$ cat config.mk
export PLATFORM = sky130hd
export DESIGN_NAME = pc_unit_flat
export DESIGN_NICKNAME = d
export VERILOG_FILES = /design/src/rtl/pc_pkg.sv /design/src/rtl/pc_unit_if.sv /design/src/rtl/pc_unit_return_stack.sv /design/src/rtl/pc_unit.sv /design/src/flat_wrapper.sv
export SDC_FILE = /design/constraint.sdc
export NUM_CORES = 1
export LEC_CHECK = 0
export BUFFER_PORTS_ARGS = -buffer_cell sky130_fd_sc_hd__buf_2
export CORE_MARGIN = 2
export CORE_UTILIZATION = 41
export DETAILED_ROUTE_END_ITERATION = 10
export GPL_TIMING_DRIVEN = 0
export HOLD_SLACK_MARGIN = 0.15
export PLACE_DENSITY = 0.81
export RECOVER_POWER = 100
export SYNTH_ARGS = -nofsm -noshare
export SYNTH_HDL_FRONTEND = slang
export SYNTH_SLANG_ARGS = --single-unit
$ cat constraint.sdc
create_clock -name clk -period 1.71 [get_ports clk]
set_input_delay 0 -clock clk [delete_from_list [all_inputs] [get_ports clk]]
set_output_delay 0 -clock clk [all_outputs]
set_load 0.01 [all_outputs]
$ cat src/rtl/pc_pkg.sv
// pc_pkg: shared update-cause enum, default parameters and RAS width helper for pc_unit.
package pc_pkg;
  typedef enum logic [2:0] {
    PC_HOLD,
    PC_SEQ,
    PC_BRANCH,
    PC_CALL,
    PC_RET
  } pc_cause_e;
  localparam int PC_W_DEF      = 8;
  localparam int INC_DEF       = 4;
  localparam int RESET_PC_DEF  = 0;
  localparam int RAS_DEPTH_DEF = 4;
  function automatic int depth_w(input int depth);
    return (depth > 1) ? $clog2(depth) : 1;
  endfunction
endpackage

$ cat src/rtl/pc_unit_if.sv
// pc_unit_if: request/redirect bus between branch resolution (master) and the pc unit (slave).
interface pc_unit_if #(parameter int PC_W = pc_pkg::PC_W_DEF);
  logic            E;
  logic            branch_taken;
  logic            call;
  logic            ret;
  logic [PC_W-1:0] branch_target;
  logic [PC_W-1:0] pc;
  logic [PC_W-1:0] pc_plus;
  logic            redirect;
  logic            ras_empty;
  logic            ras_full;
  logic            ras_err;
  modport master (
    output E, branch_taken, call, ret, branch_target,
    input  pc, pc_plus, redirect, ras_empty, ras_full, ras_err
  );
  modport slave (
    input  E, branch_taken, call, ret, branch_target,
    output pc, pc_plus, redirect, ras_empty, ras_full, ras_err
  );
endinterface

$ cat src/rtl/pc_unit_return_stack.sv
// return_stack: circular LIFO of return addresses; a push when full overwrites the oldest entry.
module return_stack
  import pc_pkg::*;
#(
  parameter int W     = PC_W_DEF,
  parameter int DEPTH = RAS_DEPTH_DEF
) (
  input  logic         clk,
  input  logic         reset,
  input  logic         push,
  input  logic         pop,
  input  logic [W-1:0] din,
  output logic [W-1:0] top,
  output logic         full,
  output logic         empty,
  output logic         overflow,
  output logic         underflow
);
  localparam int AW = depth_w(DEPTH);
  logic [W-1:0]  mem [DEPTH];
  logic [AW-1:0] ptr;
  logic [AW-1:0] ptr_inc;
  logic [AW:0]   cnt;
  logic          do_push;
  logic          do_pop;
  assign ptr_inc   = ptr + 1'b1;
  assign empty     = cnt == '0;
  assign full      = cnt == (AW+1)'(DEPTH);
  assign overflow  = push & full;
  assign underflow = pop & empty;
  assign do_push   = push & ~pop;
  assign do_pop    = pop & ~empty;
  assign top       = mem[ptr];
  // pointer wraps modulo DEPTH so a full push lands on the oldest slot
  always_ff @(posedge clk or posedge reset)
    if (reset) begin
      ptr <= '0;
      cnt <= '0;
    end else if (do_push) begin
      ptr <= ptr_inc;
      cnt <= full ? cnt : cnt + 1'b1;
    end else if (do_pop) begin
      ptr <= ptr - 1'b1;
      cnt <= cnt - 1'b1;
    end
  always_ff @(posedge clk)
    if (do_push) mem[ptr_inc] <= din;
endmodule

$ cat src/rtl/pc_unit.sv
// pc_unit: program counter with prioritised ret/call/branch redirects.
// Define PC_RAS_EN to build the return-address stack; otherwise call acts as branch and ret is ignored.
module pc_unit
  import pc_pkg::*;
#(
  parameter int PC_W      = PC_W_DEF,
  parameter int INC       = INC_DEF,
  parameter int RESET_PC  = RESET_PC_DEF,
  parameter int RAS_DEPTH = RAS_DEPTH_DEF
) (
  input logic       clk,
  input logic       reset,
  pc_unit_if.slave  bus
);
  localparam logic [PC_W-1:0] INC_V = PC_W'(INC);
  pc_cause_e       cause;
  logic [PC_W-1:0] pc_q;
  logic [PC_W-1:0] pc_n;
  logic [PC_W-1:0] pc_plus;
  logic [PC_W-1:0] top;
  logic            redirect_q;
  logic            redirect_n;
  logic            err_q;
  logic            err_n;
  assign pc_plus      = pc_q + INC_V;
  assign bus.pc       = pc_q;
  assign bus.pc_plus  = pc_plus;
  assign bus.redirect = redirect_q;
  assign bus.ras_err  = err_q;
`ifdef PC_RAS_EN
  logic empty;
  logic full;
  logic overflow;
  logic underflow;
  // a ret on an empty stack falls back to sequential and only flags underflow
  always_comb
    cause = !bus.E ? PC_HOLD :
            bus.ret ? (empty ? PC_SEQ : PC_RET) :
            bus.call ? PC_CALL :
            bus.branch_taken ? PC_BRANCH : PC_SEQ;
  return_stack #(.W(PC_W), .DEPTH(RAS_DEPTH)) u_ras (
    .clk       (clk),
    .reset     (reset),
    .push      (cause == PC_CALL),
    .pop       (bus.E & bus.ret),
    .din       (pc_plus),
    .top       (top),
    .full      (full),
    .empty     (empty),
    .overflow  (overflow),
    .underflow (underflow)
  );
  assign bus.ras_empty = empty;
  assign bus.ras_full  = full;
  assign err_n         = overflow | underflow;
`else
  logic unused_ret;
  assign unused_ret = bus.ret;
  always_comb
    cause = !bus.E ? PC_HOLD :
            (bus.call | bus.branch_taken) ? PC_BRANCH : PC_SEQ;
  assign top           = '0;
  assign bus.ras_empty = 1'b1;
  assign bus.ras_full  = 1'b0;
  assign err_n         = 1'b0;
`endif
  always_comb begin
    pc_n       = cause == PC_HOLD ? pc_q :
                 cause == PC_SEQ  ? pc_plus :
                 cause == PC_RET  ? top : bus.branch_target;
    redirect_n = cause == PC_HOLD ? redirect_q : cause != PC_SEQ;
  end
  always_ff @(posedge clk or posedge reset)
    if (reset) begin
      pc_q       <= PC_W'(RESET_PC);
      redirect_q <= 1'b0;
      err_q      <= 1'b0;
    end else begin
      pc_q       <= pc_n;
      redirect_q <= redirect_n;
      err_q      <= err_n;
    end
endmodule

$ cat src/flat_wrapper.sv
// flat-port wrapper written by rule: the top's interface ports become plain ports
module pc_unit_flat import pc_pkg::*;
#(
  parameter int PC_W      = PC_W_DEF,
  parameter int INC       = INC_DEF,
  parameter int RESET_PC  = RESET_PC_DEF,
  parameter int RAS_DEPTH = RAS_DEPTH_DEF
)
  (clk, reset, bus_E, bus_branch_taken, bus_call, bus_ret, bus_branch_target, bus_pc, bus_pc_plus, bus_redirect, bus_ras_empty, bus_ras_full, bus_ras_err);
  pc_unit_if #(.PC_W(PC_W)) bus_i ();
  input logic clk;
  input logic reset;
  input wire logic [$bits(bus_i.E)-1:0] bus_E;
  input wire logic [$bits(bus_i.branch_taken)-1:0] bus_branch_taken;
  input wire logic [$bits(bus_i.call)-1:0] bus_call;
  input wire logic [$bits(bus_i.ret)-1:0] bus_ret;
  input wire logic [$bits(bus_i.branch_target)-1:0] bus_branch_target;
  output wire logic [$bits(bus_i.pc)-1:0] bus_pc;
  output wire logic [$bits(bus_i.pc_plus)-1:0] bus_pc_plus;
  output wire logic [$bits(bus_i.redirect)-1:0] bus_redirect;
  output wire logic [$bits(bus_i.ras_empty)-1:0] bus_ras_empty;
  output wire logic [$bits(bus_i.ras_full)-1:0] bus_ras_full;
  output wire logic [$bits(bus_i.ras_err)-1:0] bus_ras_err;
  assign bus_i.E = bus_E;
  assign bus_i.branch_taken = bus_branch_taken;
  assign bus_i.call = bus_call;
  assign bus_i.ret = bus_ret;
  assign bus_i.branch_target = bus_branch_target;
  assign bus_pc = bus_i.pc;
  assign bus_pc_plus = bus_i.pc_plus;
  assign bus_redirect = bus_i.redirect;
  assign bus_ras_empty = bus_i.ras_empty;
  assign bus_ras_full = bus_i.ras_full;
  assign bus_ras_err = bus_i.ras_err;
  pc_unit #(.PC_W(PC_W), .INC(INC), .RESET_PC(RESET_PC), .RAS_DEPTH(RAS_DEPTH)) u_core (.clk(clk), .reset(reset), .bus(bus_i));
endmodule
### Word-level counts from Yosys, hierarchy flattened

Index checks and enable logic that the tools add are counted.

* bits in registers: 9
* input bits: 14

* $add $sub $neg: 1
* equal/unequal tests: 3
* multiplexer cells: 4
* bitwise gates (word level): 1
* reduce and logical (&&, ||, !) cells: 1

Operator list (number)
* 8-bit 2-to-1 mux: 2
* 8-bit by 3-bit adder with 8-bit output (second input constant): 1
* 3-bit by 1-bit equality test with 1-bit output (second input constant): 1
* 3-bit equality test (second input constant): 1
* 3-bit logical NOT: 1
* 3-bit 2-to-1 mux: 1
* 3-bit by 1-bit inequality test with 1-bit output (second input constant): 1
* 2-bit 2-to-1 mux: 1
* 1-bit OR: 1

### Depth between registers and ports, before layout

* word-level depth: 6
* mapped depth: 4

### Worst setup path after synthesis

No wires, ideal clock.

* path kind: register -> register
* start: reg u_core.pc_q[2] (netlist: u_core.bus.pc[2])
* end: reg u_core.pc_q[4] (netlist: u_core.bus.pc[4])
* data arrival time: 1.274 ns
* path slack: 0.311 ns
* stages on the path, launching flop included: 5
* buffers on the path: 0
* cell sequence: dfrtp_1 ha_1 or3_2 a21oi_1 a21oi_1

* cells in the longest elaborated chain, start to end: 2

Ends and longest elaborated chain
* start: declaration: line pc_unit.sv:17 `logic [PC_W-1:0] pc_q;`
* start signal: assignment: line pc_unit.sv:75 `pc_q <= PC_W'(RESET_PC);`
* start signal: assignment: line pc_unit.sv:79 `pc_q <= pc_n;`
* 8-bit by 3-bit adder with 8-bit output: line pc_unit.sv:25 `assign pc_plus = pc_q + INC_V;`
* 8-bit 2-to-1 mux: line pc_unit.sv:69 `cause == PC_SEQ ? pc_plus :`

Every way passes these cells.
A chain may end at the register's enable or synchronous reset.

### Worst setup path after layout

* start: reg u_core.pc_q[2] (netlist: u_core.bus.pc[2])
* end: reg u_core.pc_q[7] (netlist: u_core.bus.pc[7])

Same word-level chain as after synthesis.

==> run_results.csv <==
group,metric,value,unit
global_route,grt_pass1_wl,2.408,mm
finish,nets,123,
clock_network,clkLatencyLatePin,0.27,ns
global_route,antenna_found_initial,0,
synthesis,synth_edf_count,0,
floorplanning,io_pins,34,
synthesis,synthSimpleGateAreaFrac,0.1608,
synthesis,synthArstFlopShare,1.000,
routing,route.met3.wl,97,um
global_route,grt_use_total,0.2225,
clock_network,cts_max_level,1,
place,gp_congestion,0.7352,
synthesis,ys_top_cells_by_count,"dfrtp_1, nand2_1, buf_4",
floorplanning,num_rows,13,
critical_path,slowest_delay,0.56,ns
routing,viasPerCell,4.877,
synthesis,synth_compound_area_frac,0.1762,
job,max_cap_violations,0,
floorplanning,start_util,0.4365,
timing,finalCritPeriodShare,0.9510,
timing,fin_crit,1.626,ns
synthesis,synth_top_area_share,0.3965,
floorplanning,core_area,0.001301,mm^2
synthesis,yosys_warnings,0,
power,peakVddDrop,0.6051,mV
critical_path,worst-path-max-fanout,6,
critical_path,cp.required,1.86,ns
synthesis,ys_seq_area_frac,0.3965,
power,power.leakage,0.3765,nW
synthesis,synth_top_family_by_area,"compound AO/OA/AOI/OAI gates",
routing,route.detailed.drc,0,
power,p_per_area,808.5,mW/mm^2
timing,setup_viol,0,
timing,relSlewSlack,0.6414,
timing,final-max-slew-violation-count,0,
routing,ant_nets,0,
routing,met1_length,614,um
routing,first_iter_violations,24,
routing,totalWireLength,1.506,mm
finish,multi_input_area,282.8,um^2
routing,vias,595,
finish,diodes,0,
finish,layout-area-overhead-vs-synth,49.12,%
floorplanning,die_x,41.22,um
clock_network,root_buffer,"clkbuf_4",
place,port_buffers,28,
finish,final_util,0.6510,
routing,drtPass1Iterations,4,
floorplanning,die-area,0.001699,mm^2
clock_network,clock-sinks,9,
synthesis,syn_avg_cell_area,9.017,um^2
clock_network,clockBufferDepth,2,
routing,wl_met2,794,um
timing,worst_pin_slew,0.5359,ns
synthesis,synthAdderAreaFrac,0.02203,
timing,fin_skew,0.003807,ns
critical_path,startpoint_type,"flop",
floorplanning,dieHeight,41.22,um
synthesis,synth_ff_type,"dfrtp_1",
finish,seq_area,226.5,um^2
critical_path,critical_path_arrival,1.77,ns
global_route,grt_max_degree,11,
min_path,hold_class,"in -> reg",
synthesis,synth-seq-cells,9,
critical_path,cpMaxStageDelayCell,"dlygate4sd3_1",
global_route,grt_pass1_vias,586,
finish,fillers,124,
synthesis,syn_area,568.0,um^2
critical_path,crit_type,"reg -> reg",
critical_path,cp-end-kind,"flop",
critical_path,crit_chain,"nand3_1 -> o211ai_1 -> o211ai_1 -> dlygate4sd3_1",
routing,highest_layer,"met3",
synthesis,synth_xor_area_frac,0.06167,
power,total_power,0.6849,mW
timing,fmax,0.6149,GHz
finish,layout-drive-gt1-share,0.2430,
synthesis,synthMuxAreaShare,0.05727,
clock_network,cts_tree,"built",
synthesis,synth.most_common_cell,"dfrtp_1",
timing,hold_violations,0,
clock_network,cts_made_buffers,3,
run_status,outcome,"finished, final reports clean",
synthesis,synth_top_area_cell,"dfrtp_1",
routing,wl_per_cell,12.34,um
synthesis,yosysUniqueCellTypes,27,
clock_network,clkSlewWorstSetupHoldPaths,0.07,ns
synthesis,synth_area_leaders,"dfrtp_1, buf_4, xnor2_1, mux2_1, nand2_1",
place,dp_hpwl,1.041,mm
critical_path,crit_top_cell,"o211ai_1",
global_route,gr-total-overflow,0,
synthesis,synthCells,63,
[layer usage]
| layer | vias to the layer above | GRT usage |
|---|---|---|
| met3 | 0 | 0.03261 |
| met4 | 0 | 0.09677 |
| met5 | - | 0 |
| met2 | 23 | 0.4063 |
| li1 | 300 | - |
| met1 | 272 | 0.2517 |
[flip-flops by register name, summed over array words and instances (netlist names)]
register             cells
u_core.bus.redirect      1
u_core.bus.pc            8
[per-stage QoR]
step	setup TNS [ns]	cells	setup WS (ns)	area, um^2	hold WS (ns)
2_1_floorplan	0	64	0.3108	571.8	-0.1721
3_3_place_gp	0	107	0.3014	730.7	-0.03171
3_5_place_dp	0	107	0.2478	730.7	-0.02461
4_1_cts	0	122	0.05331	868.3	0.1580
5_1_grt	-0.008734	122	-0.008734	847.1	0.1874
6_report	0	122	0.08375	847.1	0.1587
[layout by cell type, fill, tap and decap left out, drive strengths merged]
master / count
clkbuf: 21
dfrtp: 9
a31oi: 3
nor4b: 1
xor2: 1
or3: 1
dlygate4sd3: 11
xnor2: 3
o21ai: 3
conb: 3
o211ai: 2
a22o: 1
a31o: 1
o31ai: 1
clkinv: 1
mux2: 2
ha: 1
mux2i: 1
nand3b: 1
nand3: 3
nor2: 3
or2: 1
buf: 18
nor2b: 1
inv: 3
o22ai: 1
nand2: 6
and3: 1
a21oi: 3
[worst paths after layout]
path                            slack, ns  depth (start not counted)          endpoint        startpoint
worst max register to register       0.08                          4  u_core.bus.pc[7]  u_core.bus.pc[2]
min in group asynchronous            0.24                          3  u_core.bus.pc[3]             reset
worst min-delay path                 0.16                          3  u_core.bus.pc[0]             bus_E
worst min register to register       0.52                          1  u_core.bus.pc[0]  u_core.bus.pc[0]
worst max-delay path                 0.08                          4  u_core.bus.pc[7]  u_core.bus.pc[2]
max in group asynchronous            1.18                          3  u_core.bus.pc[4]             reset
[worst max-delay path, delay by kind of cell (launching register included)]
family	cells	cell delay, ns
buf+inv	1	0.56
flops	1	0.44
compound gates	2	0.33
simple gates	1	0.18
[final cells by class]
type / instances / area share
tap: 15 / 0.02216
clock inverter: 1 / 0.005908
clock buffer: 3 / 0.02659
inverter: 3 / 0.01329
timing repair buffer: 39 / 0.2703
sequential: 9 / 0.2674
buffer: 8 / 0.06056
multi-input combinational: 44 / 0.3338
[power breakdown]
part	switching [mW]	total, mW	internal (mW)
registers	0.0365	0.277	0.240
logic	0.122	0.236	0.114
clock network	0.0861	0.173	0.0865
total	0.244	0.685	0.440
[cells by family (layout without fill, tap and decap cells)]
group                      count (synthesis)  in the layout
buffers and inverters                     11             54
AOI/OAI and AO/OA                         15             15
DFF                                        9              9
muxes                                      3              3
xor gates and xnor gates                   4              4
other                                      2              3
adders and majority gates                  1              1
and+or+nand+nor                           18             18
[repair_timing]
item                                    in CTS  in global routing
buffers inserted                             0                  0
endpoints found under the hold margin       17                  0
hold buffers                                11                  0
gates resized for setup                      0                  1
endpoints found under the setup margin       0                  1
No activity file was read; power rests on OpenSTA's default activity.
